File: src/rtl/delivery_controller_pkg.sv
// Shared definitions for the delivery controller and the game analyzer:
// FSM state encodings, screen geometry and delivery timing constants.
package delivery_controller_pkg;

    typedef enum logic [1:0] {
        IDLE   = 2'd0,
        BOWL   = 2'd1,
        FLIGHT = 2'd2,
        LAND   = 2'd3
    } state_t;

    // Ball start position and batting crease
    localparam logic [8:0] BOWL_X0 = 9'd160;
    localparam logic [7:0] BOWL_Y0 = 8'd20;
    localparam logic [7:0] BAT_Y   = 8'd200;

    // Swing window covers pixely in [BAT_Y-WIN, BAT_Y-1]
    localparam logic [7:0] WIN     = 8'd16;
    localparam logic [7:0] WIN_TOP = BAT_Y - WIN;

    // Post-hit flight
    localparam logic [4:0] FLIGHT_TICKS = 5'd8;
    localparam logic [7:0] FLIGHT_DY    = 8'd8;

    // Miss landing point, inside the analyzer OUT zone
    localparam logic [8:0] MISS_X = 9'd6;
    localparam logic [7:0] MISS_Y = 8'd200;

    // OUT zone box as read by the analyzer
    localparam logic [8:0] OUT_X_MIN = 9'd4;
    localparam logic [8:0] OUT_X_MAX = 9'd7;
    localparam logic [7:0] OUT_Y_MIN = 8'd175;
    localparam logic [7:0] OUT_Y_MAX = 8'd230;

    // Landing point hold time
    localparam logic [4:0] HOLD_TICKS = 5'd30;

    // Horizontal offset per flight tick from the ball height at swing time.
    // Only called with y inside the swing window, so the result fits 4 bits.
    function automatic logic [3:0] swing_offset(input logic [7:0] y);
        logic [7:0] d;
        d = BAT_Y - 8'd1 - y;
        return d[3:0];
    endfunction

    // Five-bit tick counter increment that sticks at its terminal value
    function automatic logic [4:0] sat_inc(input logic [4:0] c);
        return (c == 5'd31) ? c : c + 5'd1;
    endfunction

endpackage

File: src/rtl/delivery_controller_rise_detect.sv
// Registered rising-edge detector for a pre-synchronised level input.
// Comes out of reset treating the input as already high, so a button held
// through reset must be released before it can fire.
module rise_detect (
    input  logic clock,
    input  logic reset,
    input  logic level,
    output logic rise
);

    logic prev;

    // Remember last cycle's level
    always_ff @(posedge clock) begin
        if (reset) prev <= 1'b1;
        else       prev <= level;
    end

    assign rise = level & ~prev;

endmodule

File: src/rtl/delivery_controller.sv
// Bowls a delivery, animates the ball on frame ticks, opens the swing window
// and reports the landing point to the analyzer with throw/strike pulses.
module delivery_controller
    import delivery_controller_pkg::*;
(
    input  logic       clock,
    input  logic       reset,
    input  logic       tick,
    input  logic       bowl_btn,
    input  logic       swing_btn,
    input  logic       game_over,
    output logic       throw,
    output logic       strike,
    output logic [8:0] pixelx,
    output logic [7:0] pixely,
    output logic       ball_visible,
    output logic       busy
);

    state_t     state, state_next;
    logic [8:0] x_next;
    logic [7:0] y_next;
    logic [3:0] offset, offset_next;
    logic [4:0] cnt, cnt_next;
    logic       swung_early, early_next;
    logic       struck;
    logic       bowl_rise, swing_rise;

    rise_detect u_bowl_edge (
        .clock (clock),
        .reset (reset),
        .level (bowl_btn),
        .rise  (bowl_rise)
    );

    rise_detect u_swing_edge (
        .clock (clock),
        .reset (reset),
        .level (swing_btn),
        .rise  (swing_rise)
    );

    // State, position, offset, counter and flag registers
    always_ff @(posedge clock) begin
        if (reset) begin
            state       <= IDLE;
            pixelx      <= BOWL_X0;
            pixely      <= BOWL_Y0;
            offset      <= 4'd0;
            cnt         <= 5'd0;
            swung_early <= 1'b0;
            struck      <= 1'b0;
        end else begin
            state       <= state_next;
            pixelx      <= x_next;
            pixely      <= y_next;
            offset      <= offset_next;
            cnt         <= cnt_next;
            swung_early <= early_next;
            struck      <= (state == LAND);
        end
    end

    // Next-state, datapath updates and throw pulse
    always_comb begin
        state_next  = state;
        x_next      = pixelx;
        y_next      = pixely;
        offset_next = offset;
        cnt_next    = cnt;
        early_next  = swung_early;
        throw       = 1'b0;

        case (state)
            IDLE: begin
                if (!game_over && bowl_rise) begin
                    throw      = 1'b1;
                    state_next = BOWL;
                    cnt_next   = 5'd0;
                    early_next = 1'b0;
                    x_next     = BOWL_X0;
                    y_next     = BOWL_Y0;
                end
            end

            BOWL: begin
                if (game_over) begin
                    state_next = IDLE;
                    x_next     = BOWL_X0;
                    y_next     = BOWL_Y0;
                end else if (swing_rise && !swung_early && pixely >= WIN_TOP) begin
                    // Hit: offset taken from the pre-move height; flight
                    // starts from the crease so the landing point depends
                    // only on the offset.
                    offset_next = swing_offset(pixely);
                    state_next  = FLIGHT;
                    cnt_next    = 5'd0;
                    x_next      = BOWL_X0;
                    y_next      = BAT_Y;
                end else begin
                    if (swing_rise && pixely < WIN_TOP)
                        early_next = 1'b1;
                    if (tick) begin
                        if (pixely == BAT_Y - 8'd1) begin
                            state_next = LAND;
                            cnt_next   = 5'd0;
                            x_next     = MISS_X;
                            y_next     = MISS_Y;
                        end else begin
                            y_next = pixely + 8'd1;
                        end
                    end
                end
            end

            FLIGHT: begin
                if (game_over) begin
                    state_next = IDLE;
                    x_next     = BOWL_X0;
                    y_next     = BOWL_Y0;
                end else if (tick) begin
                    x_next = pixelx - {5'd0, offset};
                    y_next = pixely - FLIGHT_DY;
                    if (cnt == FLIGHT_TICKS - 5'd1) begin
                        state_next = LAND;
                        cnt_next   = 5'd0;
                    end else begin
                        cnt_next = sat_inc(cnt);
                    end
                end
            end

            LAND: begin
                if (tick) begin
                    if (cnt == HOLD_TICKS - 5'd1) begin
                        state_next = IDLE;
                        cnt_next   = 5'd0;
                        x_next     = BOWL_X0;
                        y_next     = BOWL_Y0;
                    end else begin
                        cnt_next = sat_inc(cnt);
                    end
                end
            end

            default: begin
                state_next = IDLE;
                x_next     = BOWL_X0;
                y_next     = BOWL_Y0;
            end
        endcase
    end

    assign strike       = (state == LAND) && !struck;
    assign busy         = (state != IDLE);
    assign ball_visible = (state != IDLE);

endmodule

File: config.mk
export PLATFORM = sky130hd
export DESIGN_NAME = delivery_controller
export DESIGN_NICKNAME = d
export VERILOG_FILES = /design/src/rtl/delivery_controller_pkg.sv /design/src/rtl/delivery_controller_rise_detect.sv /design/src/rtl/delivery_controller.sv
export SDC_FILE = /design/constraint.sdc
export NUM_CORES = 1
export LEC_CHECK = 0
export CORE_ASPECT_RATIO = 0.9
export CORE_MARGIN = 2
export CORE_UTILIZATION = 56
export CTS_CLUSTER_DIAMETER = 150
export DETAILED_ROUTE_END_ITERATION = 7
export GPL_ROUTABILITY_DRIVEN = 0
export HOLD_SLACK_MARGIN = 0.12
export PLACE_DENSITY = 0.8
export RECOVER_POWER = 50
export SLEW_MARGIN = 20
export SYNTH_ARGS = -nofsm -noshare
export SYNTH_HDL_FRONTEND = slang
export SYNTH_SLANG_ARGS = --single-unit
File: constraint.sdc
create_clock -name clock -period 2.6 [get_ports clock]
set_input_delay 0.65 -clock clock [delete_from_list [all_inputs] [get_ports clock]]
set_output_delay 0.65 -clock clock [all_outputs]
set_load 0.02 [all_outputs]
==> flow_metrics.env <==
export IMPL_ys_types=60
export IMPL_fp_dieArea_sq_mm=0.00469
export IMPL_max_stage_delay_ns=0.47
export IMPL_p_clk_share_pct=31.3
export IMPL_period_needed_ns=2.53
export IMPL_cts_sinks=32
export IMPL_fmax_mhz=395
export IMPL_pwr_share_comb_pct=28.9
export IMPL_worstMarginPinSlew_ns=0.706
export IMPL_leakagePower_nw=1.14
export IMPL_crit_path_cell_trace="clkdlybuf4s50_1 > or3b_4 > buf_4 > a221oi_4 > a221oi_2 > or2_4 > o31a_1"
export IMPL_cts_htree_levels=2
export IMPL_cp_required_ns=2.78
export IMPL_fin_area_sq_mm=0.00289
export IMPL_die_h_microns=65.2
export IMPL_synthCells=288
export IMPL_track_usage_pct=28.1
export IMPL_synth_area_top_cells="dfxtp_1, ha_1, a21oi_1"
export IMPL_min_path_type="reg2reg"
export IMPL_tritoncts="built"
export IMPL_hpwl_microns=4690
export IMPL_clock_path_buffers=2
export IMPL_io_buffers=26
export IMPL_rows=22
export IMPL_synthArstFlopShare_pct=0
export IMPL_powerDensity_mw_per_mm2=446
export IMPL_p_seq_share_pct=39.8
export IMPL_via_count=2381
export IMPL_yosys_warnings=0
export IMPL_grt_pass1_vias=2229
export IMPL_grt_antenna_before_repair=0
export IMPL_synth_seq_area_share_pct=27.5
export IMPL_yosys_area_top_type_share_pct=27.5
export IMPL_post_synth_cell_area_avg_sq_um=8.08
export IMPL_p_int_mw=0.878
export IMPL_final_hold_violation_count=0
export IMPL_rsz0062_at_grt="false"
export IMPL_skew_ns=0.00361
export IMPL_slew_viol_final=0
export IMPL_relSlewSlack_pct=52.5
export IMPL_clk_pin_slew_ns=0.07
export IMPL_viasPerCell=6.22
export IMPL_cp_slowest_cell="clkdlybuf4s50_1"
export IMPL_drive_above_1_share_pct=15.8
export IMPL_synth_main_ff_cell="dfxtp_1"
export IMPL_cts_buffers=5
export IMPL_vdd_drop_max_v=0.000278
export IMPL_final_util_pct=71.4
export IMPL_grt_max_degree=17
export IMPL_synth_edf_count=0
export IMPL_cap_violations=0
export IMPL_first_pass_iters=4
export IMPL_area_growth_pct=24.1
export IMPL_totalWireLength_microns=6120
export IMPL_io_pins=27
export IMPL_setup_viol=0
export IMPL_cts_root_buf="clkbuf_8"
export IMPL_switchingPower_mw=0.410
export IMPL_nNetsFinal=356
export IMPL_drt_iter0_markers=158
export IMPL_syn_nets=310
export IMPL_fp_coreArea_sq_mm=0.00405
export IMPL_arrival_ns=2.71
export IMPL_crit_type="in2reg"
export IMPL_cp_end_kind="register"
export IMPL_period_share_pct=97.3
export IMPL_cts_setup_buffers=0
export IMPL_initial_core_util_pct=57.5
export IMPL_grt_overflow_total=0
export IMPL_diodes=0
export IMPL_cp_max_fo=6
export IMPL_cp_start_kind="input pin"
export IMPL_synth_seq_cells=32
export IMPL_die_w_microns=72.0
export IMPL_syn_area_sq_mm=0.00233
export IMPL_status="complete, no violations"
export IMPL_cts_hold_buf=0
export IMPL_ant_nets=0
export IMPL_route_detailed_drc=0
export IMPL_p_sw_share_pct=31.8
export IMPL_place_area_sq_mm=0.00280
export IMPL_grt_first_pass_wirelength_microns=10300
export IMPL_yosysTopAreaCell="dfxtp_1"
export IMPL_clk_latency_ns=0.29
export IMPL_avgRoutedWirePerCell_microns=16.0
[worst max-delay path, delay by kind of cell]
| family | cells | cell delay, ns |
|---|---|---|
| buffers and inverters | 2 | 0.64 |
| and+or+nand+nor | 2 | 0.68 |
| AOI/OAI and AO/OA | 3 | 0.74 |
[power by group through the flow]
stage	clock, mW	sequential, mW	combinational (mW)
global placement	0	0.523	0.359
finish	0.403	0.512	0.373
floorplan	0	0.536	0.204
global route	0.436	0.515	0.403
CTS	0.408	0.512	0.367
detailed placement	0	0.523	0.365
[registers in the layout, summed over array words and instances (netlist names)]
signal,cells
cnt,5
offset,4
pixelx,9
pixely,8
state,2
struck,1
swung_early,1
u_bowl_edge.prev,1
u_swing_edge.prev,1
[timing repair]
item,in CTS,in global routing
gates resized for setup,3,5
endpoints found under the setup margin,1,7
pin swaps,0,1
[path summary, 6_finish.rpt]
path	startpoint	endpoint	slack, ns	cells past startpoint
max	bowl_btn	pixelx[5]$_SDFFE_PP1P_	0.07	7
min	cnt[1]$_SDFFE_PP0P_	cnt[1]$_SDFFE_PP0P_	0.49	2
max reg2reg	pixely[3]$_SDFFE_PP0P_	state[0]$_SDFFE_PP0P_	0.38	7
min reg2reg	cnt[1]$_SDFFE_PP0P_	cnt[1]$_SDFFE_PP0P_	0.49	2
[stage by stage]
step	power [mW]	setup WS, ns	TNS, ns	hold slack (ns)	cells
after floorplan	0.740	0.234	0	0.464	288
after global placement	0.882	-0.267	-2.13	0.475	375
after detailed placement	0.889	-0.306	-3.23	0.485	375
after CTS	1.29	0.0231	0	0.495	383
final	1.29	0.0694	0	0.493	383
after global routing	1.35	0.00660	0	0.526	383
[cell families (layout without fill, tap and decap cells)]
family                   count (synthesis)  count (layout)  synth area share (%)
AO/OA/AOI/OAI                           95              95                  30.4
XOR/XNOR                                 6               6                  2.26
adder cells (fa/ha/maj)                 16              16                  8.92
buffers and inverters                   38              85                  7.04
flip-flops                              32              32                  27.5
multiplexers                             4               4                  1.72
AND/OR/NAND/NOR                         97              97                  22.2
[Yosys cell counts, types with 2 or more instances]
cell,instances
dfxtp_1,32
a32o_1,2
and3_1,5
inv_1,18
nand3_1,9
xor2_1,4
a21oi_1,19
nand4bb_1,2
nor3_1,7
mux2i_1,4
or2_2,3
nand2b_1,3
nor2_1,25
nand4_1,7
a211oi_1,10
o211ai_1,5
nor4_1,2
a31o_2,3
o21ai_0,10
o2bb2ai_1,3
a22oi_1,4
ha_1,15
nand2_1,16
nor3b_1,3
buf_6,2
a2111o_1,2
o21a_1,2
a31oi_1,8
o221ai_1,2
nor2b_1,6
o31ai_1,7
clkbuf_1,14
o31a_1,5
xnor2_1,2
buf_2,2
[area by class of cell]
class / instances / area (sq um)
Multi-Input combinational cell: 218 / 1540
Fill cell: 341 / 1160
Sequential cell: 32 / 641
Timing Repair Buffer: 59 / 489
Clock buffer: 6 / 82.6
Inverter: 18 / 67.6
Tap cell: 48 / 60.1
Clock inverter: 2 / 10.0
[layout by cell type, fill, tap and decap left out, drive strengths merged, types with 8 or more instances in the layout]
master        n
dfxtp        32
buf          30
nor2         25
a21oi        19
inv          18
dlygate4sd3  18
nand2        16
ha           15
o21ai        10
a211oi       10
clkbuf       10
nand3         9
a31oi         8
[per-layer routing]
metal  vias to the layer above  GRT usage, %  wire, microns
met3                         9          6.29            291
met2                        87          44.9           2830
met4                         0          10.1             74
met5                         -             0              0
met1                      1105          37.2           2930
li1                       1180             -              -
No activity file was read; power rests on OpenSTA's default activity.
